<file path="config.mk">
export PLATFORM = sky130hd
export DESIGN_NAME = mem_access_unit_flat
export DESIGN_NICKNAME = d
export VERILOG_FILES = /design/src/rtl/mem_access_if.sv /design/src/rtl/mem_access_unit.sv /design/src/flat_wrapper.sv
export SDC_FILE = /design/constraint.sdc
export NUM_CORES = 1
export LEC_CHECK = 0
export CAP_MARGIN = 5
export CORE_MARGIN = 2
export CORE_UTILIZATION = 39
export CTS_BUF_LIST = sky130_fd_sc_hd__clkbuf_8
export DETAILED_ROUTE_END_ITERATION = 8
export GPL_ROUTABILITY_DRIVEN = 0
export PLACE_DENSITY = 0.8
export SLEW_MARGIN = 10
export SYNTH_ARGS = -nofsm -noshare
export SYNTH_HDL_FRONTEND = slang
export SYNTH_SLANG_ARGS = --single-unit
</file>
<file path="constraint.sdc">
create_clock -name clk -period 2.32 [get_ports clk]
set_clock_uncertainty 0.2 [all_clocks]
set_input_delay 0.348 -clock clk [delete_from_list [all_inputs] [get_ports clk]]
set_output_delay 0.348 -clock clk [all_outputs]
set_load 0.02 [all_outputs]
</file>
<file path="src/rtl/mem_access_if.sv">
// Request/response and memory-port bundle for mem_access_unit.
// slave = the access unit, master = CPU datapath plus memory model.
interface mem_access_if #(
   parameter int ADDR_W = 5,
   parameter int DATA_W = 16
);
   logic              req_valid;
   logic              req_ready;
   logic              req_write;
   logic              req_byte;
   logic              req_byte_hi;
   logic [15:0]       req_addr;
   logic [DATA_W-1:0] req_wdata;
   logic              rsp_valid;
   logic              rsp_ready;
   logic [DATA_W-1:0] rsp_rdata;
   logic              rsp_err;
   logic [ADDR_W-1:0] mem_addr;
   logic [DATA_W-1:0] mem_wdata;
   logic              mem_we;
   logic [DATA_W-1:0] mem_rdata;

   modport slave (
      input  req_valid, req_write, req_byte, req_byte_hi, req_addr, req_wdata,
      input  rsp_ready, mem_rdata,
      output req_ready, rsp_valid, rsp_rdata, rsp_err, mem_addr, mem_wdata, mem_we
   );

   modport master (
      output req_valid, req_write, req_byte, req_byte_hi, req_addr, req_wdata,
      output rsp_ready, mem_rdata,
      input  req_ready, rsp_valid, rsp_rdata, rsp_err, mem_addr, mem_wdata, mem_we
   );
endinterface

</file>
<file path="src/rtl/mem_access_unit.sv">
// Initiator for the 32x16 data memory: one load/store per valid/ready handshake, held response.
// Define MEM_BYTE_STORE_EN to enable read-modify-write byte-lane stores.
module mem_access_unit #(
   parameter int ADDR_W    = 5,
   parameter int MEM_DEPTH = 32,
   parameter int DATA_W    = 16
) (
   input  logic            clk,
   input  logic            rst_n,
   mem_access_if.slave     bus
);
   localparam int LANE_W = 8;

`ifdef MEM_BYTE_STORE_EN
   typedef enum logic [2:0] {IDLE, READ, RMW_RD, WRITE, RESP} state_t;
`else
   typedef enum logic [2:0] {IDLE, READ, WRITE, RESP} state_t;
`endif

   state_t            state_q, state_d;
   logic              ready_q;
   logic              err_q;
   logic [DATA_W-1:0] rdata_q;
   logic [ADDR_W-1:0] addr_q;
   logic [DATA_W-1:0] wdata_q;
   logic              accept;
   logic              out_of_range;

`ifdef MEM_BYTE_STORE_EN
   logic              byte_hi_q;
`else
   logic              unused_byte;
   assign unused_byte = bus.req_byte ^ bus.req_byte_hi;
`endif

   assign accept       = (state_q == IDLE) && ready_q && bus.req_valid;
   assign out_of_range = bus.req_addr >= 16'(MEM_DEPTH);

   always_comb begin
      state_d = state_q;
      case (state_q)
         IDLE: begin
            if (accept) begin
               if (out_of_range)       state_d = RESP;
               else if (!bus.req_write) state_d = READ;
`ifdef MEM_BYTE_STORE_EN
               else if (bus.req_byte)   state_d = RMW_RD;
`endif
               else                     state_d = WRITE;
            end
         end
         READ:   state_d = RESP;
`ifdef MEM_BYTE_STORE_EN
         RMW_RD: state_d = WRITE;
`endif
         WRITE:  state_d = RESP;
         RESP:   if (bus.rsp_ready) state_d = IDLE;
         default: state_d = IDLE;
      endcase
   end

   always_ff @(posedge clk or negedge rst_n) begin
      if (!rst_n) begin
         state_q   <= IDLE;
         ready_q   <= 1'b0;
         err_q     <= 1'b0;
         rdata_q   <= '0;
         addr_q    <= '0;
         wdata_q   <= '0;
`ifdef MEM_BYTE_STORE_EN
         byte_hi_q <= 1'b0;
`endif
      end else begin
         state_q <= state_d;
         // Registered ready keeps req_ready low for the first cycle out of reset.
         ready_q <= (state_d == IDLE);
         if (accept) begin
            addr_q  <= bus.req_addr[ADDR_W-1:0];
            wdata_q <= bus.req_wdata;
            err_q   <= out_of_range;
            rdata_q <= '0;
`ifdef MEM_BYTE_STORE_EN
            byte_hi_q <= bus.req_byte_hi;
`endif
         end
         if (state_q == READ)
            rdata_q <= bus.mem_rdata;
`ifdef MEM_BYTE_STORE_EN
         // wdata_q still holds the request word here; merge its low byte into the chosen lane.
         if (state_q == RMW_RD)
            wdata_q <= byte_hi_q ? {wdata_q[LANE_W-1:0], bus.mem_rdata[LANE_W-1:0]}
                                 : {bus.mem_rdata[DATA_W-1:LANE_W], wdata_q[LANE_W-1:0]};
`endif
         if ((state_q == RESP) && bus.rsp_ready) begin
            err_q   <= 1'b0;
            rdata_q <= '0;
         end
      end
   end

   assign bus.req_ready = ready_q;
   assign bus.rsp_valid = (state_q == RESP);
   assign bus.rsp_rdata = rdata_q;
   assign bus.rsp_err   = err_q;
   assign bus.mem_addr  = addr_q;
   assign bus.mem_wdata = wdata_q;
   assign bus.mem_we    = (state_q == WRITE);
endmodule

</file>
<file path="src/flat_wrapper.sv">
// flat-port wrapper written by rule: the top's interface ports become plain ports
module mem_access_unit_flat 
#(
   parameter int ADDR_W    = 5,
   parameter int MEM_DEPTH = 32,
   parameter int DATA_W    = 16
)
  (clk, rst_n, bus_req_valid, bus_req_write, bus_req_byte, bus_req_byte_hi, bus_req_addr, bus_req_wdata, bus_rsp_ready, bus_mem_rdata, bus_req_ready, bus_rsp_valid, bus_rsp_rdata, bus_rsp_err, bus_mem_addr, bus_mem_wdata, bus_mem_we);
  mem_access_if #(.ADDR_W(ADDR_W), .DATA_W(DATA_W)) bus_i ();
  input  logic clk;
  input  logic rst_n;
  input wire logic [$bits(bus_i.req_valid)-1:0] bus_req_valid;
  input wire logic [$bits(bus_i.req_write)-1:0] bus_req_write;
  input wire logic [$bits(bus_i.req_byte)-1:0] bus_req_byte;
  input wire logic [$bits(bus_i.req_byte_hi)-1:0] bus_req_byte_hi;
  input wire logic [$bits(bus_i.req_addr)-1:0] bus_req_addr;
  input wire logic [$bits(bus_i.req_wdata)-1:0] bus_req_wdata;
  input wire logic [$bits(bus_i.rsp_ready)-1:0] bus_rsp_ready;
  input wire logic [$bits(bus_i.mem_rdata)-1:0] bus_mem_rdata;
  output wire logic [$bits(bus_i.req_ready)-1:0] bus_req_ready;
  output wire logic [$bits(bus_i.rsp_valid)-1:0] bus_rsp_valid;
  output wire logic [$bits(bus_i.rsp_rdata)-1:0] bus_rsp_rdata;
  output wire logic [$bits(bus_i.rsp_err)-1:0] bus_rsp_err;
  output wire logic [$bits(bus_i.mem_addr)-1:0] bus_mem_addr;
  output wire logic [$bits(bus_i.mem_wdata)-1:0] bus_mem_wdata;
  output wire logic [$bits(bus_i.mem_we)-1:0] bus_mem_we;
  assign bus_i.req_valid = bus_req_valid;
  assign bus_i.req_write = bus_req_write;
  assign bus_i.req_byte = bus_req_byte;
  assign bus_i.req_byte_hi = bus_req_byte_hi;
  assign bus_i.req_addr = bus_req_addr;
  assign bus_i.req_wdata = bus_req_wdata;
  assign bus_i.rsp_ready = bus_rsp_ready;
  assign bus_i.mem_rdata = bus_mem_rdata;
  assign bus_req_ready = bus_i.req_ready;
  assign bus_rsp_valid = bus_i.rsp_valid;
  assign bus_rsp_rdata = bus_i.rsp_rdata;
  assign bus_rsp_err = bus_i.rsp_err;
  assign bus_mem_addr = bus_i.mem_addr;
  assign bus_mem_wdata = bus_i.mem_wdata;
  assign bus_mem_we = bus_i.mem_we;
  mem_access_unit #(.ADDR_W(ADDR_W), .MEM_DEPTH(MEM_DEPTH), .DATA_W(DATA_W)) u_core (.clk(clk), .rst_n(rst_n), .bus(bus_i));
endmodule
</file>
==> flow_metrics.env <==
export IMPL_clkTransAtPathRegs_ps=80
export IMPL_grt_pass1_vias=1358
export IMPL_syn_inst=111
export IMPL_portBuffers=93
export IMPL_peakVddDrop_v=0.000657
export IMPL_grtUsageTotal_pct=17.0
export IMPL_fin_nets=260
export IMPL_yosysSeqAreaShare_pct=62.5
export IMPL_yosysTopAreaCellShare_pct=62.5
export IMPL_clk_latency_ps=290
export IMPL_clk_path_buf_depth=2
export IMPL_synthSimpleGateAreaFrac_pct=7.06
export IMPL_cts_root_buf="clkbuf_8"
export IMPL_synth_area_sq_um=1680
export IMPL_synth_xor_xnor_area_share_pct=0
export IMPL_place_hpwl_um=2880
export IMPL_drive_gt1_share_pct=18.4
export IMPL_synth_area_leaders="dfrtp_1, mux2_2, a22o_1"
export IMPL_ys_flop_type="dfrtp_1"
export IMPL_antenna_found_initial=0
export IMPL_wl_per_cell_um=15.3
export IMPL_drt_total_wl_um=3920
export IMPL_finalSetupTns_ps=0
export IMPL_synth_compound_area_share_pct=10.6
export IMPL_h_tree_depth=2
export IMPL_period_needed_ps=2200
export IMPL_dieArea_sq_um=4860
export IMPL_die_h_um=69.7
export IMPL_area_delta_synth_final_pct=62.2
export IMPL_yosys_top_cells_count="dfrtp_1, a22o_1, mux2_2, mux2_4, buf_6"
export IMPL_yosysMostFrequentCell="dfrtp_1"
export IMPL_vias=1288
export IMPL_cp_data_arrival_time_ps=1660
export IMPL_violations="negative hold slack"
export IMPL_hold_buffers=0
export IMPL_rsz0062_at_grt="false"
export IMPL_startpoint_type="register"
export IMPL_synth_largest_area_cell="dfrtp_1"
export IMPL_cts_buffers=5
export IMPL_ys_ff_latch=42
export IMPL_diodes=0
export IMPL_std_cell_rows=23
export IMPL_routed_via_density=5.03
export IMPL_end_kind="primary output"
export IMPL_die_w_um=69.7
export IMPL_hold_ws_ps=-28.2
export IMPL_cts_tree="done"
export IMPL_ant_nets=0
export IMPL_grt_pass1_wl_um=6530
export IMPL_yosys_warnings=0
export IMPL_drc=0
export IMPL_path_max_fanout=7
export IMPL_synth_top_family_by_area="multiplexers"
export IMPL_overflow=0
export IMPL_criticalPathCategory="register to primary output"
export IMPL_fin_cells=256
export IMPL_max_cap_violations=0
export IMPL_yosysUniqueCellTypes=26
export IMPL_critPathMaxStageDelay_ps=600
export IMPL_io_pins=96
export IMPL_fin_util_pct=66.8
export IMPL_slowest_stage="clkdlybuf4s50_1"
export IMPL_cp_cell_sequence="inv_1 -> and3_2 -> clkdlybuf4s50_1"
export IMPL_dr_pass1_iters=4
export IMPL_run_status="complete, but fails checks"
export IMPL_slew_headroom_pct=35.1
export IMPL_cp_required_ps=1770
export IMPL_clock_sinks=42
export IMPL_final_max_slew_viol_count=0
export IMPL_place_inst=248
export IMPL_synth_fa_ha_area_share_pct=0
export IMPL_p_per_area_nw_per_um2=1350
export IMPL_synth_edf_count=0
export IMPL_hp_class="primary input to asynchronous set/reset pin"
export IMPL_drt_initial_drc_count=89
export IMPL_timing_fmax_ghz=0.454
export IMPL_p_leak_nw=1.17
export IMPL_muxShareOfSynthArea_pct=15.8
export IMPL_coreArea_sq_um=4090
export IMPL_syn_num_nets=166
export IMPL_hold_viol=42
export IMPL_final_setup_viol_count=0
export IMPL_synthArstFlopShare_pct=100
export IMPL_grt_max_degree=43
export IMPL_fin_crit_sh_pct=95.0
export IMPL_worst_pin_slew_ps=969
export IMPL_initial_core_util_pct=41.2
export IMPL_syn_avg_cell_area_sq_um=15.2
-- per-layer routing --
layer	GRT usage (%)	routed length, um
met5	0	0
met4	7.05	78
met3	5.67	368
met2	26.7	1850
met1	21.5	1620
-- through the flow --
step | hold WS [ps] | area [sq um] | setup WS [ps] | power, mW
after global placement | 283 | 2620 | 207 | 3.10
after floorplan | -148 | 1680 | 548 | 2.27
after CTS | 1.64 | 2730 | 86.7 | 3.72
final | -28.2 | 2730 | 116 | 3.68
after global routing | 50.1 | 2730 | 17.8 | 3.88
after detailed placement | 285 | 2620 | 185 | 3.15
-- worst max-delay path, delay by kind of cell, from the launching register on --
kind,cells,cell delay (ps)
buf+inv,2,700
simple gates,1,180
flops,1,480
-- cell type report --
cell class	count	area, sq um
Clock buffer	5	68.8
Clock inverter	3	40.0
Fill cell	305	1360
Inverter	2	7.51
Multi-Input combinational cell	60	566
Sequential cell	42	1050
Tap cell	50	62.6
Timing Repair Buffer	94	933
-- sequential cells by signal (all words and copies together) (netlist names) --
signal and cells:
u_core.bus.mem_wdata 16, u_core.state_q 3, u_core.bus.mem_addr 5, u_core.bus.rsp_rdata 16
u_core.bus.rsp_err 1, u_core.bus.req_ready 1
-- layout by cell type, fill, tap and decap left out, types with 2 or more instances in the layout --
master / count
a22o_1: 16
clkbuf_8: 5
clkdlybuf4s50_1: 92
clkinv_2: 2
dfrtp_1: 41
inv_1: 2
mux2_2: 16
mux2_4: 5
nand2_1: 2
nor4_1: 2
o21ai_0: 3
or4_1: 2
-- worst paths after layout --
check	from	end	slack (ps)	cells after the start
setup / recovery	u_core.state_q[2]$_DFF_PN0_	bus_rsp_valid	120	3
hold / removal	rst_n	u_core.bus.rsp_rdata[9]$_DFFE_PN0P_	-30	1
max in group asynchronous	rst_n	u_core.state_q[1]$_DFF_PN0_	1330	1
min in group clk	u_core.bus.rsp_rdata[13]$_DFFE_PN0P_	u_core.bus.rsp_rdata[13]$_DFFE_PN0P_	310	1
setup reg to reg	u_core.state_q[0]$_DFF_PN0_	u_core.bus.rsp_rdata[11]$_DFFE_PN0P_	410	2
hold reg to reg	u_core.bus.rsp_rdata[13]$_DFFE_PN0P_	u_core.bus.rsp_rdata[13]$_DFFE_PN0P_	310	1
-- report_power, final --
part | leakage, nW | switching [mW] | internal (mW)
Sequential | 0.515 | 0.237 | 1.09
Clock | 0.0579 | 0.236 | 0.317
Combinational | 0.596 | 0.802 | 0.998
-- kinds of logic after synthesis --
logic type / count (synthesis)
AOI/OAI and AO/OA: 22
buffers and inverters: 9
DFF: 42
muxes: 22
other: 1
and+or+nand+nor: 15
-- timing repair --
action	4_1_cts	5_1_grt
gates resized for setup	0	1
buffers inserted	0	0
setup endpoints to repair	0	1
Power figures use the tool's default switching activity.
